<file path="config.mk">
export PLATFORM = sky130hd
export DESIGN_NAME = sdram_port_arbiter
export DESIGN_NICKNAME = d
export VERILOG_FILES = /design/src/rtl/sdram_port_arbiter.sv
export SDC_FILE = /design/constraint.sdc
export NUM_CORES = 1
export LEC_CHECK = 0
export BUFFER_PORTS_ARGS = -buffer_cell sky130_fd_sc_hd__buf_2
export CAP_MARGIN = 20
export CELL_PAD_IN_SITES_DETAIL_PLACEMENT = 1
export CELL_PAD_IN_SITES_GLOBAL_PLACEMENT = 1
export CORE_MARGIN = 2
export CORE_UTILIZATION = 33
export DETAILED_ROUTE_END_ITERATION = 8
export GPL_ROUTABILITY_DRIVEN = 0
export PLACE_DENSITY = 0.82
export SLEW_MARGIN = 20
export SYNTH_ARGS = -nofsm -noshare
export SYNTH_HDL_FRONTEND = slang
export SYNTH_SLANG_ARGS = --single-unit
</file>
<file path="constraint.sdc">
create_clock -name clk -period 6.4 [get_ports clk]
set_clock_uncertainty 0.15 [all_clocks]
set_input_delay 0.32 -clock clk [delete_from_list [all_inputs] [get_ports clk]]
set_output_delay 0.32 -clock clk [all_outputs]
set_load 0.05 [all_outputs]
</file>
<file path="src/rtl/sdram_port_arbiter.sv">
// rtl/sdram_port_arbiter.sv - round-robin two-client burst command arbiter for one sdram_core
module sdram_port_arbiter #(
  parameter int ADDR_W   = 24,
  parameter int NUM_W    = 10,
  parameter int DATA_W   = 16,
  parameter int WAIT_MAX = 1023
) (
  input  logic              clk,
  input  logic              rst_n,
  input  logic              c0_cmd_valid,
  output logic              c0_cmd_ready,
  input  logic              c0_cmd_wr,
  input  logic [ADDR_W-1:0] c0_cmd_addr,
  input  logic [NUM_W-1:0]  c0_cmd_num,
  input  logic [DATA_W-1:0] c0_wr_data,
  output logic              c0_wr_allow,
  output logic [DATA_W-1:0] c0_rd_data,
  output logic              c0_rd_valid,
  output logic              c0_done,
  output logic              c0_err,
  input  logic              c1_cmd_valid,
  output logic              c1_cmd_ready,
  input  logic              c1_cmd_wr,
  input  logic [ADDR_W-1:0] c1_cmd_addr,
  input  logic [NUM_W-1:0]  c1_cmd_num,
  input  logic [DATA_W-1:0] c1_wr_data,
  output logic              c1_wr_allow,
  output logic [DATA_W-1:0] c1_rd_data,
  output logic              c1_rd_valid,
  output logic              c1_done,
  output logic              c1_err,
  output logic              core_wr_request,
  output logic              core_rd_request,
  output logic [ADDR_W-1:0] core_wr_addr,
  output logic [ADDR_W-1:0] core_rd_addr,
  output logic [NUM_W-1:0]  core_wr_num,
  output logic [NUM_W-1:0]  core_rd_num,
  output logic [DATA_W-1:0] core_wr_data,
  input  logic              core_wr_allow,
  input  logic              core_rd_allow,
  input  logic [DATA_W-1:0] core_rd_data,
  input  logic              core_busy
);

  localparam int WC_W = $clog2(WAIT_MAX + 1);

  typedef enum logic [2:0] {S_IDLE, S_ISSUE, S_WAIT, S_RUN, S_DONE} state_t;

  state_t            state;
  logic              owner;
  logic              last_served;
  logic              wr_q;
  logic              dir_err;
  logic [ADDR_W-1:0] addr_q;
  logic [NUM_W-1:0]  num_q;
  logic [NUM_W-1:0]  beat;
  logic [WC_W-1:0]   wait_cnt;

  logic              any_valid;
  logic              grant;
  logic              sel_wr;
  logic [ADDR_W-1:0] sel_addr;
  logic [NUM_W-1:0]  sel_num;
  logic              active;
  logic              route_wr;
  logic              route_rd;
  logic              bad_dir;
  logic              dir_err_next;
  logic [NUM_W-1:0]  beat_next;
  logic              fin_err;

  // On a tie the client that was not served last wins.
  always_comb begin
    any_valid = c0_cmd_valid | c1_cmd_valid;
    grant     = (c0_cmd_valid && c1_cmd_valid) ? ~last_served : c1_cmd_valid;
    sel_wr    = grant ? c1_cmd_wr   : c0_cmd_wr;
    sel_addr  = grant ? c1_cmd_addr : c0_cmd_addr;
    sel_num   = grant ? c1_cmd_num  : c0_cmd_num;
  end

  always_comb begin
    active       = (state == S_WAIT) || (state == S_RUN);
    route_wr     = active && wr_q && core_wr_allow;
    route_rd     = active && !wr_q && core_rd_allow;
    bad_dir      = active && (wr_q ? core_rd_allow : core_wr_allow);
    dir_err_next = dir_err | bad_dir;
    beat_next    = ((route_wr || route_rd) && (beat != '1)) ? beat + 1'b1 : beat;
    fin_err      = dir_err_next | (beat_next != num_q);
  end

  assign c0_cmd_ready = (state == S_IDLE) && any_valid && !grant;
  assign c1_cmd_ready = (state == S_IDLE) && any_valid && grant;
  assign c0_wr_allow  = route_wr && !owner;
  assign c1_wr_allow  = route_wr && owner;
  assign c0_rd_valid  = route_rd && !owner;
  assign c1_rd_valid  = route_rd && owner;
  assign c0_rd_data   = core_rd_data;
  assign c1_rd_data   = core_rd_data;
  assign core_wr_data = owner ? c1_wr_data : c0_wr_data;
  assign core_wr_addr = addr_q;
  assign core_rd_addr = addr_q;
  assign core_wr_num  = num_q;
  assign core_rd_num  = num_q;

  always_ff @(posedge clk or negedge rst_n) begin
    if (!rst_n) begin
      state           <= S_IDLE;
      owner           <= 1'b0;
      last_served     <= 1'b1;
      wr_q            <= 1'b0;
      dir_err         <= 1'b0;
      addr_q          <= '0;
      num_q           <= '0;
      beat            <= '0;
      wait_cnt        <= '0;
      core_wr_request <= 1'b0;
      core_rd_request <= 1'b0;
      c0_done         <= 1'b0;
      c1_done         <= 1'b0;
      c0_err          <= 1'b0;
      c1_err          <= 1'b0;
    end else begin
      core_wr_request <= 1'b0;
      core_rd_request <= 1'b0;
      c0_done         <= 1'b0;
      c1_done         <= 1'b0;
      c0_err          <= 1'b0;
      c1_err          <= 1'b0;
      if (active) begin
        beat    <= beat_next;
        dir_err <= dir_err_next;
      end
      unique case (state)
        S_IDLE: begin
          if (any_valid) begin
            owner    <= grant;
            wr_q     <= sel_wr;
            addr_q   <= sel_addr;
            num_q    <= sel_num;
            beat     <= '0;
            dir_err  <= 1'b0;
            wait_cnt <= '0;
            // Zero-length bursts never touch the core.
            if (sel_num == '0) begin
              state   <= S_DONE;
              c0_done <= ~grant;
              c1_done <= grant;
            end else begin
              state           <= S_ISSUE;
              core_wr_request <= sel_wr;
              core_rd_request <= ~sel_wr;
            end
          end
        end
        S_ISSUE: begin
          state    <= S_WAIT;
          wait_cnt <= WC_W'(1);
        end
        S_WAIT: begin
          if (core_busy) begin
            state <= S_RUN;
          end else if (wait_cnt == WC_W'(WAIT_MAX)) begin
            state   <= S_DONE;
            c0_done <= ~owner;
            c1_done <= owner;
            c0_err  <= ~owner;
            c1_err  <= owner;
          end else begin
            wait_cnt <= wait_cnt + 1'b1;
          end
        end
        S_RUN: begin
          if (!core_busy) begin
            state   <= S_DONE;
            c0_done <= ~owner;
            c1_done <= owner;
            c0_err  <= ~owner & fin_err;
            c1_err  <= owner & fin_err;
          end
        end
        S_DONE: begin
          state       <= S_IDLE;
          last_served <= owner;
        end
        default: state <= S_IDLE;
      endcase
    end
  end

endmodule
</file>
==> impl_metrics.ini, run 1 <==
[clocking]
cts-root-buf = clkbuf_16
clk_pin_slew_worst_paths_ns = 0.06
hold_buffers = 0
cts_tree = yes
cts_resized = 0
cts_buffers = 9
cts_buffer_depth = 2
worstSkewPairLatency_ns = 0.33
post_cts_buffers = 0
htree_levels = 3
clock_sinks = 67

[hold_path]
hold_path_class = primary input to asynchronous set/reset pin

[placed_design]
placed_area_um2 = 4926
dp_cells = 761
io_buffers = 204
place_hpwl_mm = 11.15

[synth]
ys.flop_type = dfrtp_1
syn_avg_cell_area_um2 = 9.053
netlist_area_um2 = 4228
syn_nets = 594
synth-edff-count = 0
synth.ff_latch_count = 67
synth_warnings = 0
seq_area_frac_synth_pct = 39.69
syn-instance-count = 467
async_flop_share_pct = 100.0
ys_types = 51

[sta]
hold_viol = 0
finalSetupViolCount = 0
worst_pin_slew_ns = 0.9123
final.min_clock_period_ns = 2.646
slew_headroom_pct = 39.18
rsz0062_at_grt = no
period_share_pct = 41.34
max_freq_mhz = 378.0
drv_slew = 0
setup_tns_ns = 0

[die]
dieArea_um2 = 13730
coreArea_um2 = 12570
die_h_um = 117.2
ios = 253
rows = 41
die_w_um = 117.2
start_util_pct = 33.64

[critical_path]
crit_fanout = 13
cp.arrival_ns = 2.18
cp.required_ns = 5.93
startpoint_type = register
end_kind = primary output
crit_type = register to primary output
timing.reg2reg.setup_slack_ns = 3.77

[finish]
finalNonFillerCells = 776
drive_above_1_share_pct = 42.88
fin_area_um2 = 5240
fillCellCount = 1552
n_antenna_cell = 0
nNetsFinal = 727
syn_to_final_growth_pct = 23.94

[route]
routedWlPerCell_um = 18.64
drt_pre_antenna_iters = 4
drt_first_iter_violations = 152
ant_nets = 0
drt_wl_total_mm = 14.47
vias = 3908
via_per_inst = 5.036
drc_errors = 0

[pwr]
p_sw_share_pct = 56.59
clockPowerShare_pct = 16.2
power_switching_uw = 1806
seq_power_share_pct = 24.7
p_comb_share_pct = 59.1
p_leak_uw = 0.002592
power.internal_uw = 1386
vdd_drop_max_uv = 261.7
power-per-cell-area_nw_per_um2 = 609.1

[global_route]
grt_first_pass_wirelength_mm = 22.05
grt_max_degree = 68
grt_pass1_vias = 4011
overflow = 0
grt_util_all_layers_pct = 21.28
grt_antenna_before_repair = 0

[status]
outcome = finished clean

[flow_run]
maxCapViolations = 0
==> state kept, by name (all words and copies together), names as in the netlist, 3 cells and up <==
| register | flops |
|---|---|
| wait_cnt | 10 |
| beat | 10 |
| core_rd_num | 10 |
| state | 3 |
| core_rd_addr | 24 |
==> synthesized netlist by cell type, types with 3 or more instances <==
library cell,number,area [um^2]
nor3_4,3,48.80
nand3_1,32,160.2
mux2_2,21,236.5
nand4_1,8,50.05
a211oi_1,3,22.52
xor2_1,10,87.58
mux2i_1,4,40.04
nor2_1,52,195.2
buf_2,3,15.01
a21oi_1,7,35.03
or3_1,3,18.77
buf_1,3,11.26
nand2b_1,3,18.77
a31oi_1,13,81.33
o21ai_0,5,25.02
inv_1,5,18.77
a22oi_1,25,187.7
buf_4,66,495.5
o21a_1,3,22.52
dfrtp_1,66,1652
xnor2_1,11,96.34
nor3_1,11,55.05
clkbuf_1,14,52.55
nand2_1,59,221.5
nor4_1,5,31.28
==> through the flow <==
step | hold WS (ns) | utilization, % | power (uW) | worst slack (ns)
CTS | 0.04352 | 41.69 | 3220 | 3.770
detailed placement | 0.3508 | 39.19 | 2682 | 3.833
global placement | 0.3309 | 39.19 | 2644 | 3.921
global route | 0.04994 | 41.69 | 3360 | 3.567
floorplan | -0.1256 | - | 2380 | 3.988
finish | 0.03102 | 41.69 | 3192 | 3.754
==> path summary, 6_finish.rpt <==
path / start / endpoint / depth (start not counted)
worst min-delay path: rst_n / core_wr_request$_DFF_PN0_ / 2
worst max-delay path: state[1]$_DFFE_PN0P_ / c1_wr_allow / 4
worst min register to register: dir_err$_DFF_PN0_ / dir_err$_DFF_PN0_ / 2
max in group asynchronous: rst_n / core_rd_addr[18]$_DFFE_PN0P_ / 2
min in group clk: c0_cmd_addr[10] / core_rd_addr[10]$_DFFE_PN0P_ / 3
worst max register to register: state[1]$_DFFE_PN0P_ / c0_err$_DFF_PN0_ / 6
==> layer usage <==
| layer | global-route usage [%] | share of wire (%) | vias to the layer above |
|---|---|---|---|
| met3 | 4.428 | 5.3 | 22 |
| met2 | 36.63 | 51 | 148 |
| met1 | 27.20 | 42 | 1905 |
| li1 | - | - | 1833 |
| met4 | 5.725 | 1.7 | 0 |
| met5 | 0 | 0 | - |
==> area by class of cell <==
class	instances	area, um^2	share of cell area [%]
clock buffer	14	284.0	5.420
clock inverter	1	30.03	0.5731
inverter	5	18.77	0.3582
multi-input combinational	307	1948	37.18
sequential	67	1678	32.02
tap	172	215.2	4.107
timing repair buffer	210	1066	20.34
==> cell families (layout without fill, tap and decap cells) <==
kind of cell / count (synthesis) / after routing / synth area share, %
AOI/OAI and AO/OA: 69 / 69 / 11.57
and+or+nand+nor: 190 / 190 / 22.64
adders and majority gates: 2 / 2 / 0.5918
xor gates and xnor gates: 21 / 21 / 4.350
buffers and inverters: 93 / 230 / 14.62
DFF: 67 / 67 / 39.69
muxes: 25 / 25 / 6.541
==> worst max-delay path: stages (launching register included) <==
cell	delay, ns
dfrtp_1	0.61
nor2b_1	0.66
nand2_1	0.17
nor2_1	0.13
buf_2	0.27
==> cell usage in the layout (no fill, tap or decap), types with 3 or more instances in the layout <==
| cell | n |
|---|---|
| buf_4 | 6 |
| or3_1 | 3 |
| dfrtp_1 | 66 |
| mux2_2 | 21 |
| nor3_1 | 11 |
| nand2b_1 | 3 |
| nand4_1 | 8 |
| nor2_1 | 51 |
| nand2_1 | 59 |
| a22oi_1 | 25 |
| buf_2 | 204 |
| clkbuf_16 | 9 |
| xor2_1 | 10 |
| a21oi_1 | 7 |
| nand3_1 | 32 |
| xnor2_1 | 11 |
| a211oi_1 | 3 |
| o21ai_0 | 5 |
| a31oi_1 | 13 |
| mux2i_1 | 4 |
| nor3_4 | 3 |
| o21a_1 | 3 |
| nor4_1 | 5 |
| clkbuf_8 | 4 |
| inv_1 | 5 |
==> power by group through the flow <==
stage          Combinational (uW)  Clock, uW  Sequential [uW]
2_1_floorplan                1280          0             1100
3_3_place_gp                 1860          0              783
3_5_place_dp                 1890          0              794
4_1_cts                      1900        530              789
5_1_grt                      1990        551              814
6_report                     1890        518              788
Note: power is estimated with default switching activity, not from simulation.
==> inputs of run 2 (changes only) <==
--- a/config.mk
+++ b/config.mk
@@ -10,10 +10,10 @@
 export CELL_PAD_IN_SITES_DETAIL_PLACEMENT = 1
 export CELL_PAD_IN_SITES_GLOBAL_PLACEMENT = 1
 export CORE_MARGIN = 2
-export CORE_UTILIZATION = 33
+export CORE_UTILIZATION = 28
 export DETAILED_ROUTE_END_ITERATION = 8
 export GPL_ROUTABILITY_DRIVEN = 0
-export PLACE_DENSITY = 0.82
+export PLACE_DENSITY = 0.74
 export SLEW_MARGIN = 20
 export SYNTH_ARGS = -nofsm -noshare
 export SYNTH_HDL_FRONTEND = slang
==> constraint.sdc (replaced) <==
create_clock -name clk -period 2.15 [get_ports clk]
set_clock_uncertainty 0.15 [all_clocks]
set_input_delay 0.1075 -clock clk [delete_from_list [all_inputs] [get_ports clk]]
set_output_delay 0.1075 -clock clk [all_outputs]
set_load 0.05 [all_outputs]
==> run 2 against run 1 <==
  * The run now ends with setup timing left
  * Largest power group unchanged
  * Combinational power rose to 3.3 times the previous value
  * Design area up 20%
  * Critical endpoint is now c1_err$_DFF_PN0_
  * Via count up 12%
  * Wire length up 20%
  * Clock-buffer cell count down 2
==> impl_metrics.ini, run 2 (synthesized netlist as in run 1, its figures left out) <==
[die]
ios = 253
dieArea_um2 = 16100
die_w_um = 126.9
start_util_pct = 28.87
coreArea_um2 = 14640
rows = 44
die_h_um = 126.9

[sta]
worst_pin_slew_ns = 0.5888
period_share_pct = 110.1
final.min_clock_period_ns = 2.366
finalSetupViolCount = 2
setup_ws_ns = -0.2164
hold_viol = 0
drv_slew = 0
max_freq_mhz = 422.6
rsz0062_at_grt = yes
slew_headroom_pct = 60.75

[clocking]
cts-root-buf = clkbuf_16
cts_buffers = 9
htree_levels = 3
cts_tree = yes
cts_buffer_depth = 2
clk_pin_slew_worst_paths_ns = 0.05
worstSkewPairLatency_ns = 0.34
clock_sinks = 67

[finish]
final_common_cell = buf_2
finalNonFillerCells = 889
nNetsFinal = 829
syn_to_final_growth_pct = 49.04
n_antenna_cell = 0
drive_above_1_share_pct = 43.26
largest_register_ffs = 24
final_cell_mix = 203 x buf_2, 71 x dlygate4sd3_1, 65 x dfrtp_1
post-route-util_pct = 43.03

[critical_path]
startpoint_type = register
cp_slowest_stage_delay_ns = 0.45
critPathTopFamily = simple AND/OR/NAND/NOR gates
cp.required_ns = 2.20
cp.arrival_ns = 2.42
crit_fanout = 3
path_cells = buf_4, nand4_1, nor4_2, mux2i_2, xor2_1, o2111a_1, a31oi_1
crit_type = register to register
slowest_stage = nor4_2
worst-path-buf-inv = 1
end_kind = register

[status]
outcome = complete, but fails checks
violations = setup timing

[route]
drt_pre_antenna_iters = 6
routedWlPerCell_um = 19.58
ant_nets = 0
drt_first_iter_violations = 170
vias = 4391
drt_wl_total_mm = 17.41
via_per_inst = 4.939
drc_errors = 0

[pwr]
p_leak_uw = 0.003059
vdd_drop_max_uv = 856.5
power-per-cell-area_nw_per_um2 = 1582

[global_route]
grt_pass1_vias = 4910
grt_util_all_layers_pct = 21.57
grt_max_degree = 44
grt_antenna_before_repair = 0
grt_first_pass_wirelength_mm = 26.77
overflow = 0

[placed_design]
dp_cells = 802
place_hpwl_mm = 12.09
io_buffers = 204

[flow_run]
maxCapViolations = 0

[hold_path]
hold_path_class = primary input to register
==> run 2: cell types whose count changed in the layout (fill, tap and decap cells not counted), sizes merged <==
cell	previous run	this run
dlygate4sd3	0	71
clkbuf	14	12
clkinv	0	1
buf	210	241
==> run 2: metal layers <==
| metal | share of wire, % | routed length, um | GRT usage [%] |
|---|---|---|---|
| met5 | 0 | 0 | 0 |
| met4 | 3.3 | 571 | 8.533 |
| met3 | 5.5 | 963 | 5.230 |
| met2 | 52 | 9036 | 39.15 |
| met1 | 39 | 6835 | 24.26 |
==> run 2: path summary, 6_finish.rpt <==
kind / from / endpoint / slack, ns / cells after the start
setup / recovery: beat[1]$_DFF_PN0_ / c1_err$_DFF_PN0_ / -0.22 / 7
hold reg to reg: dir_err$_DFF_PN0_ / dir_err$_DFF_PN0_ / 0.36 / 2
hold / removal: c0_cmd_wr / core_wr_request$_DFF_PN0_ / 0.02 / 3
setup reg to reg: beat[1]$_DFF_PN0_ / c1_err$_DFF_PN0_ / -0.22 / 7
max in group asynchronous: rst_n / last_served$_DFFE_PN1N_ / 0.97 / 3
min in group asynchronous: rst_n / core_rd_addr[7]$_DFFE_PN0P_ / 0.20 / 2
==> run 2: power by group <==
group          internal (uW)  switching, uW  leakage [uW]  total (uW)
logic                   1720           4500       0.00207        6220
clock network            977            532      0.000151        1510
registers               1720            519      0.000843        2240
total                   4420           5550       0.00306        9970
==> run 2: timing repair <==
item                                    4_1_cts  5_1_grt
buffers inserted                              0        2
gates resized for setup                       6       10
hold endpoints to repair                     60        0
endpoints found under the setup margin        3        9
pin swaps                                     4        1
hold buffers                                 71        0
==> run 2: area by class of cell <==
class                      count  area (um^2)
multi-input combinational    307         2022
fill                        1745         8343
clock inverter                 2        35.03
sequential                    67         1679
timing repair buffer         312         2049
inverter                       5        18.77
clock buffer                  12        266.5
tap                          184        230.2
==> run 2: worst reg2reg max path, stage by stage (launching register included) <==
cell and delay, ns:
dfrtp_1 0.38, buf_4 0.13, nand4_1 0.16, nor4_2 0.45, mux2i_2 0.42, xor2_1 0.19, o2111a_1 0.24, a31oi_1 0.11
==> run 2: through the flow <==
stage                     setup slack, ns  instance area [um^2]   TNS, ns  hold slack [ns]  power (uW)
after floorplan                  0.002136                  4234         0          -0.3381        7092
after global placement           -0.04000                  5201  -0.06719        -0.004894        8165
after detailed placement          -0.1452                  5201   -0.2784        -0.007851        8297
after CTS                        -0.04505                  6242  -0.08053          0.01669        9984
after global routing              -0.2768                  6301   -0.5428          0.06511       10460
final                             -0.2164                  6301   -0.4196          0.02380        9967
==> inputs of run 3 (changes only) <==
--- a/config.mk
+++ b/config.mk
@@ -14,6 +14,7 @@
 export DETAILED_ROUTE_END_ITERATION = 8
 export GPL_ROUTABILITY_DRIVEN = 0
 export PLACE_DENSITY = 0.74
+export REMOVE_ABC_BUFFERS = 1
 export SLEW_MARGIN = 20
 export SYNTH_ARGS = -nofsm -noshare
 export SYNTH_HDL_FRONTEND = slang
==> constraint.sdc (replaced) <==
create_clock -name clk -period 1.98 [get_ports clk]
set_clock_uncertainty 0.15 [all_clocks]
set_input_delay 0.099 -clock clk [delete_from_list [all_inputs] [get_ports clk]]
set_output_delay 0.099 -clock clk [all_outputs]
set_load 0.05 [all_outputs]
==> run 3 against run 2 <==
  * Sequential power is 7% higher
  * Power is 14% higher
  * The flow finishes with violations (hold timing, setup timing)
  * Design area is 6.3% higher
  * Die area stayed put
  * Hold slack worse by 0.026 ns
  * Largest power group unchanged
  * Maximum frequency is 4.8% higher
==> impl_metrics.ini, run 3 (synthesized netlist as in run 1, its figures left out) <==
[finish]
drive_above_1_share_pct = 47.28
final-seq-area_um2 = 1679
fin_area_um2 = 6696
multi_input_area_um2 = 2123
syn_to_final_growth_pct = 58.39
final_cell_mix = 200 x buf_2, 71 x dlygate4sd3_1, 65 x dfrtp_1
fillCellCount = 1731
nNetsFinal = 858
final_common_cell = buf_2
largest_register_ffs = 24
n_antenna_cell = 0

[clocking]
cts_buffer_depth = 2
worstSkewPairLatency_ns = 0.34
cts_buffers = 9
htree_levels = 3
clock_sinks = 67
clk_pin_slew_worst_paths_ns = 0.06
cts-root-buf = clkbuf_16
cts_tree = yes

[route]
drt_wl_total_mm = 19.00
ant_nets = 0
vias = 4792
drc_errors = 0
routedWlPerCell_um = 20.65
drt_first_iter_violations = 255
drt_pre_antenna_iters = 4
via_per_inst = 5.209

[sta]
hold_viol = 1
final.min_clock_period_ns = 2.257
holdWs_ns = -0.002438
worst_pin_slew_ns = 0.4643
drv_slew = 0
slew_headroom_pct = 68.98
finalSetupViolCount = 3
rsz0062_at_grt = yes
setup_ws_ns = -0.2773
max_freq_mhz = 443.0
setup_tns_ns = -0.5796
period_share_pct = 114.0

[critical_path]
crit_fanout = 2
worstReg2RegStart = beat[1]$_DFF_PN0_
crit_type = register to register
startpoint_type = register
cp.required_ns = 2.03
timing.reg2reg.setup_slack_ns = -0.28
crit_path_start = beat[1]$_DFF_PN0_
end_kind = register
cp.arrival_ns = 2.31

[placed_design]
io_buffers = 204
place_hpwl_mm = 11.27
placed_area_um2 = 5344

[pwr]
p_sw_share_pct = 55.66
power_switching_uw = 6345
clockPowerShare_pct = 13.5
vdd_drop_max_uv = 1256
p_comb_share_pct = 65.6
p_leak_uw = 0.003252
power-per-cell-area_nw_per_um2 = 1702
power.internal_uw = 5055
seq_power_share_pct = 21.0

[hold_path]
hp-start = c1_cmd_wr
hold_path_class = primary input to register

[global_route]
grt_antenna_before_repair = 0
grt_max_degree = 54
grt_util_all_layers_pct = 22.11
grt_pass1_vias = 5232
overflow = 0
grt_first_pass_wirelength_mm = 28.07

[status]
violations = hold timing, setup timing
outcome = complete, but fails checks

[die]
dieArea_um2 = 16100
start_util_pct = 28.87
rows = 44
die_h_um = 126.9
die_w_um = 126.9
ios = 253
coreArea_um2 = 14640

[flow_run]
maxCapViolations = 0
-- run 3: area by class of cell --
cell class / count / area share (%)
clock buffers: 12 / 3.830
clock inverters: 4 / 0.3737
inverters: 5 / 0.2803
multi-input cells: 307 / 31.71
flip-flops and latches: 67 / 25.07
well taps: 184 / 3.438
repair buffers: 341 / 35.30
-- run 3: final timing paths --
kind	to	cells after the start
setup / recovery	c0_err$_DFF_PN0_	9
hold / removal	core_wr_request$_DFF_PN0_	3
setup reg to reg	c0_err$_DFF_PN0_	9
hold reg to reg	dir_err$_DFF_PN0_	2
min in group asynchronous	beat[7]$_DFF_PN0_	2
max in group asynchronous	last_served$_DFFE_PN1N_	3
-- run 3: layer usage --
layer,up-vias,track usage [%],wire (um)
li1,2092,-,-
met1,2377,24.34,7441
met2,270,39.03,9357
met3,53,7.592,1580
met4,0,8.727,623
met5,-,0.9288,0
-- run 3: what timing repair did --
item	CTS	global route
buffers inserted	6	6
gates cloned	1	1
resized for setup	30	25
endpoints found under the hold margin	103	0
hold buffers	71	0
setup endpoints to repair	9	57
pin swaps	5	8
-- run 3: critical path, stage by stage, from the launching register on --
cell      delay [ns]
dfrtp_1         0.38
buf_6           0.11
nand4_1         0.15
buf_6           0.18
nor4_4          0.24
mux2i_1         0.27
buf_4           0.16
xor2_1          0.16
o2111a_1        0.21
a31oi_1         0.10
-- run 3: per-stage QoR --
stage / setup slack (ns) / util, % / hold WS (ns) / cells / total power (uW)
after floorplan: -1.447 / - / -0.3466 / 379 / 6902
after global placement: -0.1803 / 36.49 / -0.1161 / 820 / 8888
after detailed placement: -0.2624 / 36.49 / -0.1080 / 820 / 9052
after CTS: -0.2080 / 44.68 / 0.0002993 / 914 / 10950
after global routing: -0.4190 / 45.73 / 0.04845 / 920 / 11870
final: -0.2773 / 45.73 / -0.002438 / 920 / 11400
-- run 3: power by group through the flow --
stage	Clock [uW]	Sequential [uW]	Combinational, uW
final	1530	2390	7470
after global routing	1600	2450	7820
after CTS	1550	2350	7060
after detailed placement	0	2340	6720
after global placement	0	2310	6580
after floorplan	0	4850	2050
